--- src/rtl/riscv_pkg.sv ---
// Shared RV32I core types and constants used by the fetch stage.
package riscv_pkg;

  localparam int XLEN = 32;
  localparam int ILEN = 32;
  localparam logic [XLEN-1:0] RESET_VECTOR = 32'h0000_0000;
  localparam logic [ILEN-1:0] NOP_INSTR    = 32'h0000_0013;

  typedef struct packed {
    logic [XLEN-1:0] pc;
    logic [ILEN-1:0] instr;
  } fetch_entry_t;

  function automatic logic [XLEN-1:0] word_align(input logic [XLEN-1:0] addr);
    return addr & ~XLEN'(3);
  endfunction

endpackage

--- src/rtl/ifetch_fifo.sv ---
// In-order buffer of fetched {pc, instr} entries with single-cycle flush.
module ifetch_fifo
  import riscv_pkg::*;
#(
  parameter int DEPTH = 4
) (
  input  logic                     clk,
  input  logic                     reset,
  input  logic                     push,
  input  fetch_entry_t             push_data,
  input  logic                     pop,
  input  logic                     flush,
  output fetch_entry_t             head,
  output logic                     full,
  output logic                     empty,
  output logic [$clog2(DEPTH):0]   count
);

  localparam int AW = $clog2(DEPTH);
  localparam int CW = AW + 1;

  fetch_entry_t  mem [DEPTH];
  logic [AW-1:0] wr_ptr_reg;
  logic [AW-1:0] rd_ptr_reg;
  logic [CW-1:0] count_reg;
  logic          do_push;
  logic          do_pop;

  // A flush wins over both push and pop in the same cycle.
  assign do_pop  = pop & ~empty & ~flush;
  assign do_push = push & ~flush & (~full | do_pop);

  always_ff @(posedge clk) begin
    if (do_push) begin
      mem[wr_ptr_reg] <= push_data;
    end
  end

  always_ff @(posedge clk or negedge reset) begin
    if (!reset) begin
      wr_ptr_reg <= '0;
      rd_ptr_reg <= '0;
      count_reg  <= '0;
    end else if (flush) begin
      wr_ptr_reg <= '0;
      rd_ptr_reg <= '0;
      count_reg  <= '0;
    end else begin
      if (do_push) wr_ptr_reg <= wr_ptr_reg + AW'(1);
      if (do_pop)  rd_ptr_reg <= rd_ptr_reg + AW'(1);
      count_reg <= count_reg + CW'(do_push) - CW'(do_pop);
    end
  end

  assign head  = mem[rd_ptr_reg];
  assign full  = (count_reg == CW'(DEPTH));
  assign empty = (count_reg == '0);
  assign count = count_reg;

endmodule

--- src/rtl/ifetch_unit.sv ---
// RV32I fetch stage: credit-limited word requests to imem, in-order buffering,
// and redirect handling that discards responses still in flight.
module ifetch_unit
  import riscv_pkg::*;
#(
  parameter logic [XLEN-1:0] RESET_PC = RESET_VECTOR,
  parameter int              DEPTH    = 4
) (
  input  logic            clk,
  input  logic            reset,
  input  logic            redirect_valid,
  input  logic [XLEN-1:0] redirect_pc,
  output logic            imem_req,
  output logic [XLEN-1:0] imem_addr,
  input  logic            imem_gnt,
  input  logic            imem_rvalid,
  input  logic [ILEN-1:0] imem_rdata,
  output logic            if_valid,
  output logic [ILEN-1:0] if_instr,
  output logic [XLEN-1:0] if_pc,
  input  logic            id_ready
);

  localparam int CW = $clog2(DEPTH) + 1;
  localparam int SW = CW + 2;

  logic            req_reg, req_next;
  logic [XLEN-1:0] addr_reg, addr_next;
  logic [XLEN-1:0] fetch_pc_reg, fetch_pc_next;
  logic [XLEN-1:0] resp_pc_reg, resp_pc_next;
  logic [CW-1:0]   inflight_reg, inflight_next;
  logic [CW-1:0]   discard_reg, discard_next;
  logic            stale_reg, stale_next;

  logic [XLEN-1:0] target;
  logic [XLEN-1:0] base_pc;
  logic            gfire, pending, accept, drop, push, pop;
  logic            credit_ok, new_issue;
  logic [CW-1:0]   fifo_count, count_next;
  logic [SW-1:0]   credit_sum;
  logic            fifo_full, fifo_empty;
  fetch_entry_t    head, push_entry;

  assign target     = word_align(redirect_pc);
  assign gfire      = req_reg & imem_gnt;
  assign pending    = req_reg & ~imem_gnt;
  assign accept     = imem_rvalid & (discard_reg == '0);
  assign drop       = imem_rvalid & (discard_reg != '0);
  assign push       = accept & ~redirect_valid;
  assign pop        = ~fifo_empty & id_ready;
  assign push_entry = '{pc: resp_pc_reg, instr: imem_rdata};

  always_comb begin
    inflight_next = inflight_reg;
    discard_next  = discard_reg;
    count_next    = fifo_count;
    if (redirect_valid) begin
      inflight_next = '0;
      discard_next  = discard_reg - CW'(drop) + inflight_reg + CW'(gfire) - CW'(accept);
      count_next    = '0;
    end else begin
      // A grant for a request issued before a redirect belongs to the discard pool.
      inflight_next = inflight_reg + CW'(gfire & ~stale_reg) - CW'(accept);
      discard_next  = discard_reg - CW'(drop) + CW'(gfire & stale_reg);
      count_next    = fifo_count + CW'(push) - CW'(pop);
    end
    // Discards are charged against credit too, which keeps every counter bounded.
    credit_sum    = SW'(count_next) + SW'(inflight_next) + SW'(discard_next);
    credit_ok     = credit_sum < SW'(DEPTH);
    new_issue     = ~pending & credit_ok;
    req_next      = pending | credit_ok;
    base_pc       = redirect_valid ? target : fetch_pc_reg;
    addr_next     = pending ? addr_reg : base_pc;
    fetch_pc_next = new_issue ? base_pc + 32'd4 : base_pc;
    stale_next    = pending & (stale_reg | redirect_valid);
    resp_pc_next  = redirect_valid ? target : (push ? resp_pc_reg + 32'd4 : resp_pc_reg);
  end

  always_ff @(posedge clk or negedge reset) begin
    if (!reset) begin
      req_reg      <= 1'b0;
      addr_reg     <= RESET_PC;
      fetch_pc_reg <= RESET_PC;
      resp_pc_reg  <= RESET_PC;
      inflight_reg <= '0;
      discard_reg  <= '0;
      stale_reg    <= 1'b0;
    end else begin
      assert (!(imem_rvalid && inflight_reg == '0 && discard_reg == '0));
      assert (!(push && fifo_full && !pop));
      req_reg      <= req_next;
      addr_reg     <= addr_next;
      fetch_pc_reg <= fetch_pc_next;
      resp_pc_reg  <= resp_pc_next;
      inflight_reg <= inflight_next;
      discard_reg  <= discard_next;
      stale_reg    <= stale_next;
    end
  end

  ifetch_fifo #(
    .DEPTH (DEPTH)
  ) u_fifo (
    .clk       (clk),
    .reset     (reset),
    .push      (push),
    .push_data (push_entry),
    .pop       (pop),
    .flush     (redirect_valid),
    .head      (head),
    .full      (fifo_full),
    .empty     (fifo_empty),
    .count     (fifo_count)
  );

  assign imem_req  = req_reg;
  assign imem_addr = addr_reg;
  assign if_valid  = ~fifo_empty;
  assign if_instr  = fifo_empty ? '0 : head.instr;
  assign if_pc     = fifo_empty ? '0 : head.pc;

endmodule
--- config.mk ---
export PLATFORM = sky130hd
export DESIGN_NAME = ifetch_unit
export DESIGN_NICKNAME = d
export VERILOG_FILES = /design/src/rtl/riscv_pkg.sv /design/src/rtl/ifetch_fifo.sv /design/src/rtl/ifetch_unit.sv
export SDC_FILE = /design/constraint.sdc
export NUM_CORES = 1
export LEC_CHECK = 0
export CELL_PAD_IN_SITES_DETAIL_PLACEMENT = 1
export CELL_PAD_IN_SITES_GLOBAL_PLACEMENT = 1
export CORE_MARGIN = 3
export CORE_UTILIZATION = 49
export CTS_BUF_LIST = sky130_fd_sc_hd__clkbuf_4
export DETAILED_ROUTE_END_ITERATION = 16
export HOLD_SLACK_MARGIN = 0.15
export PLACE_DENSITY_LB_ADDON = 0.3
export RECOVER_POWER = 100
export SLEW_MARGIN = 15
export SYNTH_ARGS = -nofsm -noshare
export SYNTH_HDL_FRONTEND = slang
export SYNTH_HIERARCHICAL = 1
export SYNTH_SLANG_ARGS = --single-unit
--- constraint.sdc ---
create_clock -name clk -period 5.55 [get_ports clk]
set_input_delay 0.8325 -clock clk [delete_from_list [all_inputs] [get_ports clk]]
set_output_delay 0.8325 -clock clk [all_outputs]
set_load 0.005 [all_outputs]
-- Word-level counts from Yosys, hierarchy flattened
Memory sizes are Yosys's and may differ from the RTL's.
Cells that the tools add are included.
- memories kept: 1
- word-level logic and storage cells: 75
- input bits: 70
- register bits after elaboration: 111
- bits in writable memories: 256
- memory list (name ; words ; width ; read ports ; clocked after Yosys merged registers in ; write ports ; line ; text):
    u_fifo.mem ; 4 ; 64 ; 1 ; 0 ; 1 ; ifetch_fifo.sv:22 ; fetch_entry_t mem [DEPTH];
- reductions and logical operators: 6
- $add $sub $neg: 17
- equality and inequality tests: 1
- bitwise gates (word level): 23
- $lt $le $gt $ge: 1
- mux-type cells: 16
- operators by type and width (cell ; number):
    2-to-1 mux 32 bit ; 6
    adder 32 x 3 -> 32 bit (second input constant) ; 2
    subtractor 3 x 1 -> 3 bit ; 5
    bitwise AND 1 bit ; 13
    adder 3 x 1 -> 3 bit ; 4
    2-to-1 mux 3 bit ; 4
    2-to-1 mux 2 bit ; 4
    adder 3 bit ; 2
    zero test 3 bit ; 2
    nonzero test 2 bit ; 3
    adder 4 x 3 -> 5 bit ; 1
    less-than comparator 5 x 3 -> 1 bit (second input constant) ; 1
    NOT 1 bit ; 5
    adder 2 x 1 -> 2 bit (second input constant) ; 2
    adder 3 x 3 -> 4 bit ; 1
    bitwise AND 1 x 3 -> 3 bit ; 1
    equality test 3 bit (second input constant) ; 1
    NOT 1 -> 3 bit ; 1
    bitwise OR 1 bit ; 3
    nonzero test 3 bit ; 1
    2-to-1 mux 1 bit ; 2

-- Depth between registers and ports, before layout
Gate-level depths: netlist of run 1.
- depth after elaboration: 11
- gate-level depth with buffers: 22
- depth with buffers taken out: 21

-- Modules after synthesis
Netlist of run 1, hierarchy kept.
- by module, submodules not included (module ; sequential area each (um2) ; cells each ; area an instance (um2) ; instances):
    ifetch_fifo ; 7862.5 ; 379 ; 9713.1 ; 1
    ifetch_unit ; 2552.4 ; 657 ; 6113.4 ; 1

-- Worst setup path after synthesis of run 1
Ideal clock, no wire load.
- path type: input to register
- start: in imem_rvalid
- end: reg fetch_pc_reg[8]
- stages: 21
- arrival time: 4.915 ns
- buffers on the path: 1
- setup time: 0.126 ns
- data required time: 5.424 ns
- setup slack: 0.508 ns
- cells stage by stage: nor4b_4 ha_1 inv_1 fa_1 inv_1 fa_1 xnor2_1 xnor2_1 nor2_1 a21oi_1 xnor2_1 inv_1 fa_1 fa_1 nor3_1 o211ai_1 nor3_1 buf_2 and3_1 xnor2_1 mux2i_1
- longest elaborated chain between the ends: 10
- elaborated cells on any way between the ends: 19
- classes of those cells: 10 x add/sub; 1 x order compare; 4 x mux; 4 x bitwise
- RTL lines (item ; line ; text):
    start: declaration ; ifetch_unit.sv:16 ; input logic imem_rvalid,
    bitwise AND 1 bit ; ifetch_unit.sv:48 ; assign drop = imem_rvalid & (discard_reg != '0);
    subtractor 3 x 1 -> 3 bit ; ifetch_unit.sv:59, ifetch_unit.sv:64 ;
    adder 3 bit ; ifetch_unit.sv:59 ; discard_next = discard_reg - CW'(drop) + inflight_reg + CW'(gfire) - CW'(accept);
    adder 3 x 1 -> 3 bit ; ifetch_unit.sv:59 ;
    subtractor 3 x 1 -> 3 bit ; ifetch_unit.sv:59 ;
    2-to-1 mux 3 bit (*) ; ifetch_unit.sv:57 ; if (redirect_valid) begin
    named net discard_next[2] ; ifetch_unit.sv:32 ; logic [CW-1:0] discard_reg, discard_next;
    adder 4 x 3 -> 5 bit (*) ; ifetch_unit.sv:68 ; credit_sum = SW'(count_next) + SW'(inflight_next) + SW'(discard_next);
    less-than comparator 5 x 3 -> 1 bit (*) ; ifetch_unit.sv:69 ; credit_ok = credit_sum < SW'(DEPTH);
    bitwise AND 1 bit (*) ; ifetch_unit.sv:70 ; new_issue = ~pending & credit_ok;
    2-to-1 mux 32 bit (*) ; ifetch_unit.sv:74 ; fetch_pc_next = new_issue ? base_pc + 32'd4 : base_pc;
    named net fetch_pc_next[8] ; ifetch_unit.sv:29 ; logic [XLEN-1:0] fetch_pc_reg, fetch_pc_next;
    end signal: assignment ; ifetch_unit.sv:93 ; fetch_pc_reg <= fetch_pc_next;
    end: declaration ; ifetch_unit.sv:29 ;
Mark *: on every way through the listed nets, which the timed path passes. The rest lies on a longest branch.
A chain may end at the register's enable or synchronous reset.

-- Worst setup path after layout of run 1
- start: in imem_rvalid
- end: reg fetch_pc_reg[15]
- longest elaborated chain between the ends: 10
- elaborated cells on any way between the ends: 19
- classes of those cells: 10 x add/sub; 1 x order compare; 4 x mux; 4 x bitwise
- RTL lines (item ; line):
    bitwise AND 1 bit (on tied branches) ; ifetch_unit.sv:48, ifetch_unit.sv:47
    subtractor 3 x 1 -> 3 bit or bitwise AND 1 bit (tied branches) ; ifetch_unit.sv:59, ifetch_unit.sv:64, ifetch_unit.sv:49
    adder 3 bit or adder 3 x 1 -> 3 bit (tied branches) ; ifetch_unit.sv:59, ifetch_unit.sv:65
    adder 3 x 1 -> 3 bit or subtractor 3 x 1 -> 3 bit (tied branches) ; ifetch_unit.sv:59, ifetch_unit.sv:65
    subtractor 3 x 1 -> 3 bit or 2-to-1 mux 3 bit (tied branches) ; ifetch_unit.sv:59, ifetch_unit.sv:57
    2-to-1 mux 3 bit or adder 3 x 3 -> 4 bit (tied branches) ; ifetch_unit.sv:57, ifetch_unit.sv:68
    adder 4 x 3 -> 5 bit (*) ; ifetch_unit.sv:68
    less-than comparator 5 x 3 -> 1 bit (*) ; ifetch_unit.sv:69
    bitwise AND 1 bit (*) ; ifetch_unit.sv:70
    2-to-1 mux 32 bit (*) ; ifetch_unit.sv:74
    named net fetch_pc_next[15] ; ifetch_unit.sv:29
Marks and branches as above.

==> results of run 1 <==
-- through the flow --
stage / setup WS, ps / hold WS, ps / TNS (ps) / power [mW]
after floorplan: 508 / 469 / 0 / 4.01
after detailed placement: -407 / 498 / -8020 / 4.61
after CTS: 175 / 511 / 0 / 7.01
after global placement: -274 / 495 / -4690 / 4.56
final: 245 / 503 / 0 / 6.90
after global routing: -40.2 / 537 / -66.8 / 7.32
-- power by group --
group | internal, mW | switching (mW)
combinational | 0.615 | 0.662
sequential | 3.12 | 0.157
clock | 1.25 | 1.10
total | 4.98 | 1.92
-- worst paths after layout --
| path | end | start | cells after the start | slack (ps) |
|---|---|---|---|---|
| hold reg to reg | imem_addr[0] | imem_addr[0] | 1 | 500 |
| setup / recovery | fetch_pc_reg[15] | imem_rvalid | 20 | 240 |
| setup reg to reg | fetch_pc_reg[15] | discard_reg[1] | 21 | 300 |
| hold / removal | imem_addr[0] | imem_addr[0] | 1 | 500 |
| min in group asynchronous | imem_addr[30] | reset | 2 | 1630 |
| max in group asynchronous | imem_addr[10] | reset | 3 | 1200 |
-- worst reg2reg max path: stages (launching register included) --
cell and delay [ps]:
dfrtp_1 410, o31a_2 360, ha_1 180, ha_1 300, ha_1 310, fa_1 440, xnor2_1 190, xnor2_1 140
nor2_1 50, a21oi_1 160, xnor2_1 160, inv_1 80, fa_1 520, fa_1 480, and2_1 200, o211ai_1 180
buf_4 170, nor3b_2 50, buf_4 140, and2_1 190, nor4b_1 150, a211o_1 250
-- routing by layer --
layer / wire length, um / share of wire (%) / vias to the layer above
li1: - / - / 4406
met1: 15900 / 43 / 4929
met2: 17800 / 48 / 312
met3: 2310 / 6.3 / 64
met4: 818 / 2.2 / 0
met5: 0 / 0 / -
-- final cells by class --
| type | instances | area (sq um) |
|---|---|---|
| fillers | 3056 | 12600 |
| flip-flops and latches | 365 | 10400 |
| multi-input cells | 601 | 5050 |
| repair buffers | 196 | 1840 |
| clock buffers | 139 | 1040 |
| well taps | 402 | 503 |
| clock inverters | 32 | 196 |
| inverters | 29 | 109 |
| diodes | 2 | 5.00 |
-- layout by cell type (no fill, tap or decap), types with 5 or more instances in the layout --
| cell type | count |
|---|---|
| nor2_1 | 49 |
| fa_1 | 8 |
| dlygate4sd3_1 | 129 |
| mux4_2 | 64 |
| inv_1 | 29 |
| nand2_1 | 67 |
| a31oi_1 | 14 |
| and3_2 | 6 |
| edfxtp_1 | 256 |
| clkbuf_1 | 6 |
| and3_1 | 11 |
| clkdlybuf4s50_1 | 35 |
| dfrtp_1 | 107 |
| conb_1 | 8 |
| clkbuf_2 | 8 |
| nor2b_1 | 73 |
| xnor2_1 | 32 |
| nor3_1 | 10 |
| buf_4 | 18 |
| mux2_2 | 5 |
| nand4_1 | 15 |
| o21ai_0 | 38 |
| a21oi_1 | 27 |
| xor2_1 | 38 |
| nand3_1 | 21 |
| clkinv_2 | 5 |
| clkbuf_4 | 139 |
| and2_0 | 7 |
| a21boi_0 | 18 |
| ha_1 | 19 |
| clkinv_1 | 21 |
| mux2i_1 | 7 |
-- what timing repair did --
item                                    in CTS  in global routing
endpoints found under the hold margin       41                  0
hold buffers                                 1                  0
gates resized for setup                      0                  3
endpoints found under the setup margin       0                 12
setup buffers                                0                  2
==> reports/results.txt, run 1 <==
status -> finished with violations
failing checks -> capacitance limit, slew limit
Period minus WS final -> 5310 ps
Buffers on Ports -> 165
Clock Sink Count -> 365
Root Driver -> clkbuf_4
Buf/Inv on CP -> 6
CP Cell Sequence -> dlygate4sd3_1, nor4b_4, clkbuf_1, ha_1, inv_1, ha_1, inv_1, fa_1, or2_2, fa_1, a21o_1, fa_1, and2_1, o211ai_1, buf_4, nor3b_2, buf_4, and2_1, nor4b_1, a211o_1
Post-DRT Antenna Nets -> 0
1st-pass router iterations -> 4
Required @ worst endpoint -> 6130 ps
Top Ports -> 168
largest stage delay on the critical path -> 550 ps
GR peak layer -> met2
antenna violations before repair -> 2
Overall Global Routing Usage -> 21.8%
Worst Hold Class -> reg2reg
routed vias/inst -> 5.50
vias -> 9,711
critical path's slowest cell -> dlygate4sd3_1
Syn Inst Count -> 1,035
clock transition at the registers of the reported paths -> 60 ps
worst-margin pin slew -> 2980 ps
Slew headroom -> -98.4%
Wirelength per Cell -> 20.8 um
Critical Path Most Common Cell -> fa_1
die height -> 186 um
Core Util, Final -> 60.4%
Placeable Area -> 31,700 sq um
starting density of the core -> 49.9%
cell family with most CP delay -> adder cells
met1 global-route usage -> 29.0%
post-DP HPWL -> 23,900 um
M3 GR Usage -> 5.65%
DR iter-0 viols -> 584
Die Footprint -> 34,500 sq um
row cnt -> 65
final period utilization -> 95.6%
total CTS buffers -> 94
CP Max Fanout -> 9
Worst Setup End Kind -> flop
Die Width -> 186 um
Max Clock Skew -> 39.7 ps
max FFs per register -> 256
DP Cell Count -> 1,590
Max-Cap Viols -> 8
met2 Usage GRT -> 35.5%
Overflow after GRT -> 0
final hold violation count -> 0
Leakage -> 7.07 nW
placed cell area -> 18,000 sq um
pin count of the biggest net entering global routing -> 75
Cell Pwr Density -> 360 nW/um^2
worst-case vdd ir drop -> 0.000209 V
worst skew pair latency -> 730 ps
TritonCTS clock tree -> built
final net count -> 1,384
first-pass GRT wire length -> 58,100 um
fmax -> 0.189 GHz
area delta synth->final -> 21.1%
Syn Std Cell Area -> 15,800 sq um
Slew Limit Fails -> 342
Routed WL -> 36,800 um
htree depth -> 3
YS warnings -> 6
final design area excluding fillers -> 19,200 sq um
Worst setup SP type -> primary input
WS Path Type -> in2reg
Mean Syn Cell Area -> 15.3 sq um
Finished Layout Cells -> 1,766
WP data arrival -> 5890 ps
Clock Path Buffers -> 3
number of global-route vias before repair -> 10,600
DRC violation count after routing -> 0
Routability Congestion -> 0.855
share of post-route cells with drive strength above 1 -> 20.0%
Final setup violation count -> 0
No activity file was read; power rests on OpenSTA's default activity.
==> run 2: changes to the inputs <==
- CORE_MARGIN: 3 -> default
==> reports/results.txt, run 2 (same netlist as run 1, synthesis figures left out) <==
status -> finished with violations
failing checks -> capacitance limit, slew limit
cell family with most CP delay -> adder cells
commonest non-fill, non-tap cell in the layout -> edfxtp_1
Fillers -> 3,043 (-0.43%)
Logic pwr share -> 17.7% (-0.8 points)
antenna violations before repair -> 2 (unchanged)
Root Driver -> clkbuf_4
Routability Congestion -> 0.828 (-3.1%)
met1 global-route usage -> 30.3% (+1.3 points)
final period utilization -> 94.9% (-0.72 points)
Wirelength per Cell -> 20.7 um (-0.44%)
number of global-route vias before repair -> 10,400 (-1.8%)
critical path's slowest cell -> fa_1
met2 Usage GRT -> 37.8% (+2.4 points)
Routed WL -> 36,300 um (-1.2%)
Required @ worst endpoint -> 6110 ps (-20 ps)
Slew headroom -> -105% (-6.5 points)
switching pwr -> 1.86 mW (-3.1%)
worst-case vdd ir drop -> 0.000236 V (+13%)
DP Cell Count -> 1,590 (unchanged)
Die Footprint -> 33,000 sq um (-4.3%)
Finished Layout Cells -> 1,752 (-0.79%)
routed vias/inst -> 5.49 (-0.11%)
htree depth -> 3 (unchanged)
RSZ-0062 raised after global routing -> no
CP Max Fanout -> 10 (+1)
DR iter-0 viols -> 588 (+0.68%)
Overall Global Routing Usage -> 22.8% (+0.97 points)
Cell Pwr Density -> 356 nW/um^2 (-1.3%)
Clock Sink Count -> 365 (unchanged)
commonest non-fill, non-tap cells in the layout -> edfxtp_1, clkbuf_4, dlygate4sd3_1
Buffers on Ports -> 165 (unchanged)
Overflow after GRT -> 0 (unchanged)
CP Cell Sequence -> clkdlybuf4s50_1, nor4b_4, clkbuf_1, ha_1, inv_1, ha_1, inv_1, fa_1, or2_2, fa_1, a21o_1, fa_1, and2_0, o211ai_1, nor3_1, buf_4, and3_1, xnor2_1, mux2i_1
first-pass GRT wire length -> 57,400 um (-1.2%)
DRC violation count after routing -> 0 (unchanged)
Top Ports -> 168 (unchanged)
TritonCTS clock tree -> built
WP data arrival -> 5820 ps (-70 ps)
1st-pass router iterations -> 6 (+2)
Slew Limit Fails -> 380 (+11%)
area delta synth->final -> 20.9%
final hold violation count -> 0 (unchanged)
Placeable Area -> 31,600 sq um (-0.26%)
Worst setup SP type -> primary input
post-CTS setup buffer count -> 0 (unchanged)
worst-margin pin slew -> 3070 ps (+97.0 ps)
Internal -> 4.94 mW (-0.86%)
Max-Cap Viols -> 8 (unchanged)
Die Width -> 182 um (-2.2%)
post-DP HPWL -> 23,100 um (-3.3%)
Worst Setup End Kind -> flop
Post-DRT Antenna Nets -> 0 (unchanged)
Final setup violation count -> 0 (unchanged)
Max Clock Skew -> 46.1 ps (+6.40 ps)
Leakage -> 7.04 nW (-0.38%)
Period minus WS final -> 5260 ps (-40.2 ps)
total CTS buffers -> 93 (-1.1%)
vias -> 9,623 (-0.91%)
Seq pwr share -> 48.1% (+0.7 points)
worst skew pair latency -> 720 ps (about the same)
Worst Hold Class -> reg2reg
switching share of power -> 27.4% (-0.46 points)
clock transition at the registers of the reported paths -> 60 ps (about the same)
Clock Power Share -> 34.1% (about the same)
die height -> 182 um (-2.2%)
share of post-route cells with drive strength above 1 -> 19.9% (-0.089 points)
row cnt -> 65 (unchanged)
WS Path Type -> in2reg
Clock Path Buffers -> 3 (unchanged)
pin count of the biggest net entering global routing -> 66 (-12%)
Final Worst Setup Slack -> 285 ps (+40.2 ps)
final net count -> 1,381 (-0.22%)
dpl ws -> -338 ps (+69.1 ps)
M3 GR Usage -> 4.53% (-1.1 points)
Buf/Inv on CP -> 5 (-1)
fmax -> 0.190 GHz (+0.76%)
Critical Path Most Common Cell -> fa_1
GR peak layer -> met2
max FFs per register -> 256 (unchanged)
largest stage delay on the critical path -> 510 ps (-40 ps)
starting density of the core -> 50.0% (+0.13 points)
[run 2: changes by cell type in the layout (fill, tap and decap cells not counted), sizes merged]
cell	change
clkinv	-6
buf	-5
dlygate4sd3	+1
clkbuf	-1
inv	-2
clkdlybuf4s50	-1
bufinv	+1
clkinvlp	-1
[run 2: final timing paths]
kind | start | endpoint | slack [ps] | cells after the start
max | imem_rvalid | fetch_pc_reg[8] | 290 | 19
min | imem_addr[1] | imem_addr[1] | 510 | 1
max reg2reg | discard_reg[1] | fetch_pc_reg[8] | 340 | 20
min reg2reg | imem_addr[1] | imem_addr[1] | 510 | 1
max in group asynchronous | reset | resp_pc_reg[8] | 1210 | 3
min in group asynchronous | reset | u_fifo/count[2] | 1690 | 2
[run 2: power by group through the flow]
stage	Combinational [mW]	Sequential (mW)	Clock, mW
2_1_floorplan	0.716	3.29	0
3_3_place_gp	1.24	3.32	0
3_5_place_dp	1.27	3.33	0
4_1_cts	1.29	3.28	2.41
5_1_grt	1.36	3.30	2.53
6_report	1.21	3.27	2.32
[run 2: layer usage]
layer | routed length, um | share of wire [%]
met1 | 15900 | 44
met2 | 18000 | 50
met3 | 1780 | 4.9
met4 | 603 | 1.7
met5 | 0 | 0
[run 2: metrics by stage]
stage	cell area [sq um]	utilization [%]	TNS, ps	power [mW]	hold slack [ps]
floorplan	15800	-	0	4.01	469
global placement	18000	56.8	-4710	4.56	497
detailed placement	18000	56.8	-6550	4.60	500
CTS	19200	60.6	0	6.97	520
global route	19100	60.4	0	7.18	539
finish	19100	60.5	0	6.80	507
[run 2: cell type report]
cell class | instances | area, sq um | share of cell area, %
flip-flops and latches | 365 | 10400 | 54.5
multi-input cells | 601 | 5060 | 26.5
repair buffers | 194 | 1830 | 9.56
diodes | 2 | 5.00 | 0.0262
well taps | 402 | 503 | 2.63
clock buffers | 135 | 1010 | 5.30
clock inverters | 24 | 183 | 0.955
inverters | 29 | 109 | 0.569
[run 2: repair_timing]
action / CTS / global route
endpoints found under the hold margin: 8 / 0
hold buffers: 1 / 0
gates resized for setup: 0 / 3
setup endpoints to repair: 0 / 4
==> run 3: changes to the inputs <==
- ABC_AREA: default -> 0
- PLACE_DENSITY: default -> 0.8
- PLACE_DENSITY_LB_ADDON: 0.3 -> default
==> reports/results.txt, run 3 (same netlist as run 1, synthesis figures left out) <==
Cell Pwr Density -> 355 nW/um^2 (-0.24%)
1st-pass router iterations -> 5 (-1)
Top Ports -> 168 (unchanged)
Worst Setup End Kind -> flop
row cnt -> 65 (unchanged)
uppermost layer routed -> met5
Final Worst Setup Slack -> 281 ps (-4.28 ps)
Root Driver -> clkbuf_4
Slew Limit Fails -> 322 (-15%)
Max Clock Skew -> 69.4 ps (+23.3 ps)
post-DP HPWL -> 23,700 um (+2.6%)
routed vias/inst -> 5.51 (+0.38%)
pin count of the biggest net entering global routing -> 77 (+17%)
Buf/Inv on CP -> 1 (-4)
Min Hold Slack -> 508 ps (+1.26 ps)
DP Cell Count -> 1,589 (-0.063%)
Period minus WS final -> 5270 ps (+4.28 ps)
htree depth -> 3 (unchanged)
Die Footprint -> 33,000 sq um (unchanged)
critical path's slowest cell -> fa_1
Internal -> 4.84 mW (-1.9%)
starting density of the core -> 50.0% (unchanged)
WP data arrival -> 5870 ps (+50 ps)
Seq pwr share -> 48.2% (about the same)
cell family with most CP delay -> adder cells
vias -> 9,737 (+1.2%)
Required @ worst endpoint -> 6150 ps (+40 ps)
Wirelength per Cell -> 21.0 um (+1.3%)
Worst Hold Class -> reg2reg
Final setup violation count -> 0 (unchanged)
Worst setup SP type -> flop
first-pass GRT wire length -> 58,500 um (+1.9%)
WL met2 -> 17,900 um (-0.74%)
status -> finished with violations
Fillers -> 3,039 (-0.13%)
switching pwr -> 1.95 mW (+4.6%)
commonest non-fill, non-tap cell in the layout -> edfxtp_1
Critical Path Source -> discard_reg[1]
Overflow after GRT -> 0 (unchanged)
Clock Sink Count -> 365 (unchanged)
sum of negative setup slack -> 0 ps (unchanged)
M1 WL -> 16,300 um (+2.6%)
Clock Path Buffers -> 3 (unchanged)
WS Path Type -> reg2reg
Max-Cap Viols -> 7 (-1)
area delta synth->final -> 21.1%
DR iter-0 viols -> 529 (-10%)
Critical Path Most Common Cell -> xnor2_1
die height -> 182 um (unchanged)
Multi-input gate area -> 5060 sq um (about the same)
largest stage delay on the critical path -> 530 ps (+20 ps)
worst-case vdd ir drop -> 0.000264 V (+12%)
Overall Global Routing Usage -> 23.1% (+0.31 points)
HP Start -> imem_addr[0]
worst-margin pin slew -> 3390 ps (+321 ps)
Worst R2R Setup Slack -> 280 ps (-60 ps)
share of post-route cells with drive strength above 1 -> 20.0% (+0.16 points)
number of global-route vias before repair -> 10,700 (+2.6%)
final period utilization -> 94.9% (about the same)
Logic pwr share -> 18.3% (+0.6 points)
Placeable Area -> 31,600 sq um (unchanged)
metal3 WL -> 2170 um (+22%)
fmax -> 0.190 GHz (about the same)
Routed WL -> 37,100 um (+2.1%)
max FFs per register -> 256 (unchanged)
Core Util, Final -> 60.5% (+0.079 points)
Leakage -> 7.06 nW (+0.26%)
Buffers on Ports -> 165 (unchanged)
Clock Power Share -> 33.6% (-0.5 points)
final net count -> 1,383 (+0.14%)
Post-DRT Antenna Nets -> 0 (unchanged)
r2r startpoint -> discard_reg[1]
clock transition at the registers of the reported paths -> 70 ps (about the same)
register area -> 10,400 sq um (unchanged)
worst skew pair latency -> 730 ps (about the same)
DRC violation count after routing -> 0 (unchanged)
Routability Congestion -> 0.827 (about the same)
failing checks -> capacitance limit, slew limit
dpl ws -> -445 ps (-107 ps)
CP Max Fanout -> 5 (-5)
switching share of power -> 28.7% (+1.3 points)
CP Cell Sequence -> o31a_2, ha_1, ha_1, ha_1, fa_1, xnor2_1, xnor2_1, nor2_1, a21oi_1, xnor2_1, inv_1, fa_1, fa_1, nor3_2, o211ai_1, nor3_2, nand2_1, nor4_1, xnor2_1
TritonCTS clock tree -> built
commonest non-fill, non-tap cells in the layout -> edfxtp_1, clkbuf_4, dlygate4sd3_1
Finished Layout Cells -> 1,766 (+0.80%)
antenna violations before repair -> 4 (+2)
final hold violation count -> 0 (unchanged)
Slew headroom -> -126% (-21 points)
total CTS buffers -> 94 (+1.1%)
Die Width -> 182 um (unchanged)
[run 3: cell count changes in the layout (fill, tap and decap cells not counted), moves of 2 or more]
cell	delta
clkinv_1	+9
buf_4	+7
clkbuf_2	-5
bufinv_16	-3
clkinv_4	+3
clkbuf_4	+2
inv_6	+2
[run 3: path summary, 6_finish.rpt]
| path | endpoint | cells past startpoint |
|---|---|---|
| hold / removal | imem_addr[0] | 1 |
| setup reg to reg | fetch_pc_reg[24] | 19 |
| hold reg to reg | imem_addr[0] | 1 |
| min in group asynchronous | inflight_reg[0] | 2 |
| setup / recovery | fetch_pc_reg[24] | 19 |
| max in group asynchronous | fetch_pc_reg[25] | 3 |
[run 3: worst reg2reg max path: cells and delay by family, from the launching register on]
| kind | cells | cell delay (ps) |
|---|---|---|
| flip-flops | 1 | 390 |
| buffers and inverters | 1 | 80 |
| AO/OA/AOI/OAI | 3 | 720 |
| AND/OR/NAND/NOR | 5 | 1100 |
| XOR/XNOR | 4 | 630 |
| adder cells (fa/ha/maj) | 6 | 2230 |
[run 3: power groups by stage]
| stage | Combinational (mW) | Clock [mW] | Sequential [mW] |
|---|---|---|---|
| 3_5_place_dp | 1.27 | 0 | 3.33 |
| 6_report | 1.24 | 2.28 | 3.27 |
| 4_1_cts | 1.29 | 2.36 | 3.28 |
| 3_3_place_gp | 1.23 | 0 | 3.32 |
| 5_1_grt | 1.38 | 2.48 | 3.30 |
| 2_1_floorplan | 0.716 | 0 | 3.29 |
[run 3: layout make-up]
| class | instances | area share [%] |
|---|---|---|
| Sequential cell | 365 | 54.4 |
| Clock inverter | 35 | 0.876 |
| Clock buffer | 137 | 5.37 |
| Timing Repair Buffer | 195 | 9.67 |
| Inverter | 29 | 0.568 |
| Tap cell | 402 | 2.63 |
| Antenna cell | 2 | 0.0261 |
| Multi-Input combinational cell | 601 | 26.4 |
[run 3: routing by layer]
| layer | vias to the layer above | track usage, % |
|---|---|---|
| met5 | - | 0 |
| met4 | 4 | 7.12 |
| met3 | 68 | 5.42 |
| met2 | 297 | 37.7 |
| met1 | 4967 | 30.9 |
| li1 | 4401 | - |
[run 3: through the flow]
stage	instance area [sq um]	power, mW
2_1_floorplan	15800	4.01
6_report	19100	6.79
3_3_place_gp	18000	4.55
3_5_place_dp	18000	4.61
5_1_grt	19100	7.16
4_1_cts	19200	6.93
[run 3: timing repair]
action | CTS | global route
hold endpoints to repair | 1 | 0
resized for setup | 0 | 6
hold buffers | 1 | 0
endpoints found under the setup margin | 0 | 18
setup buffers | 0 | 2
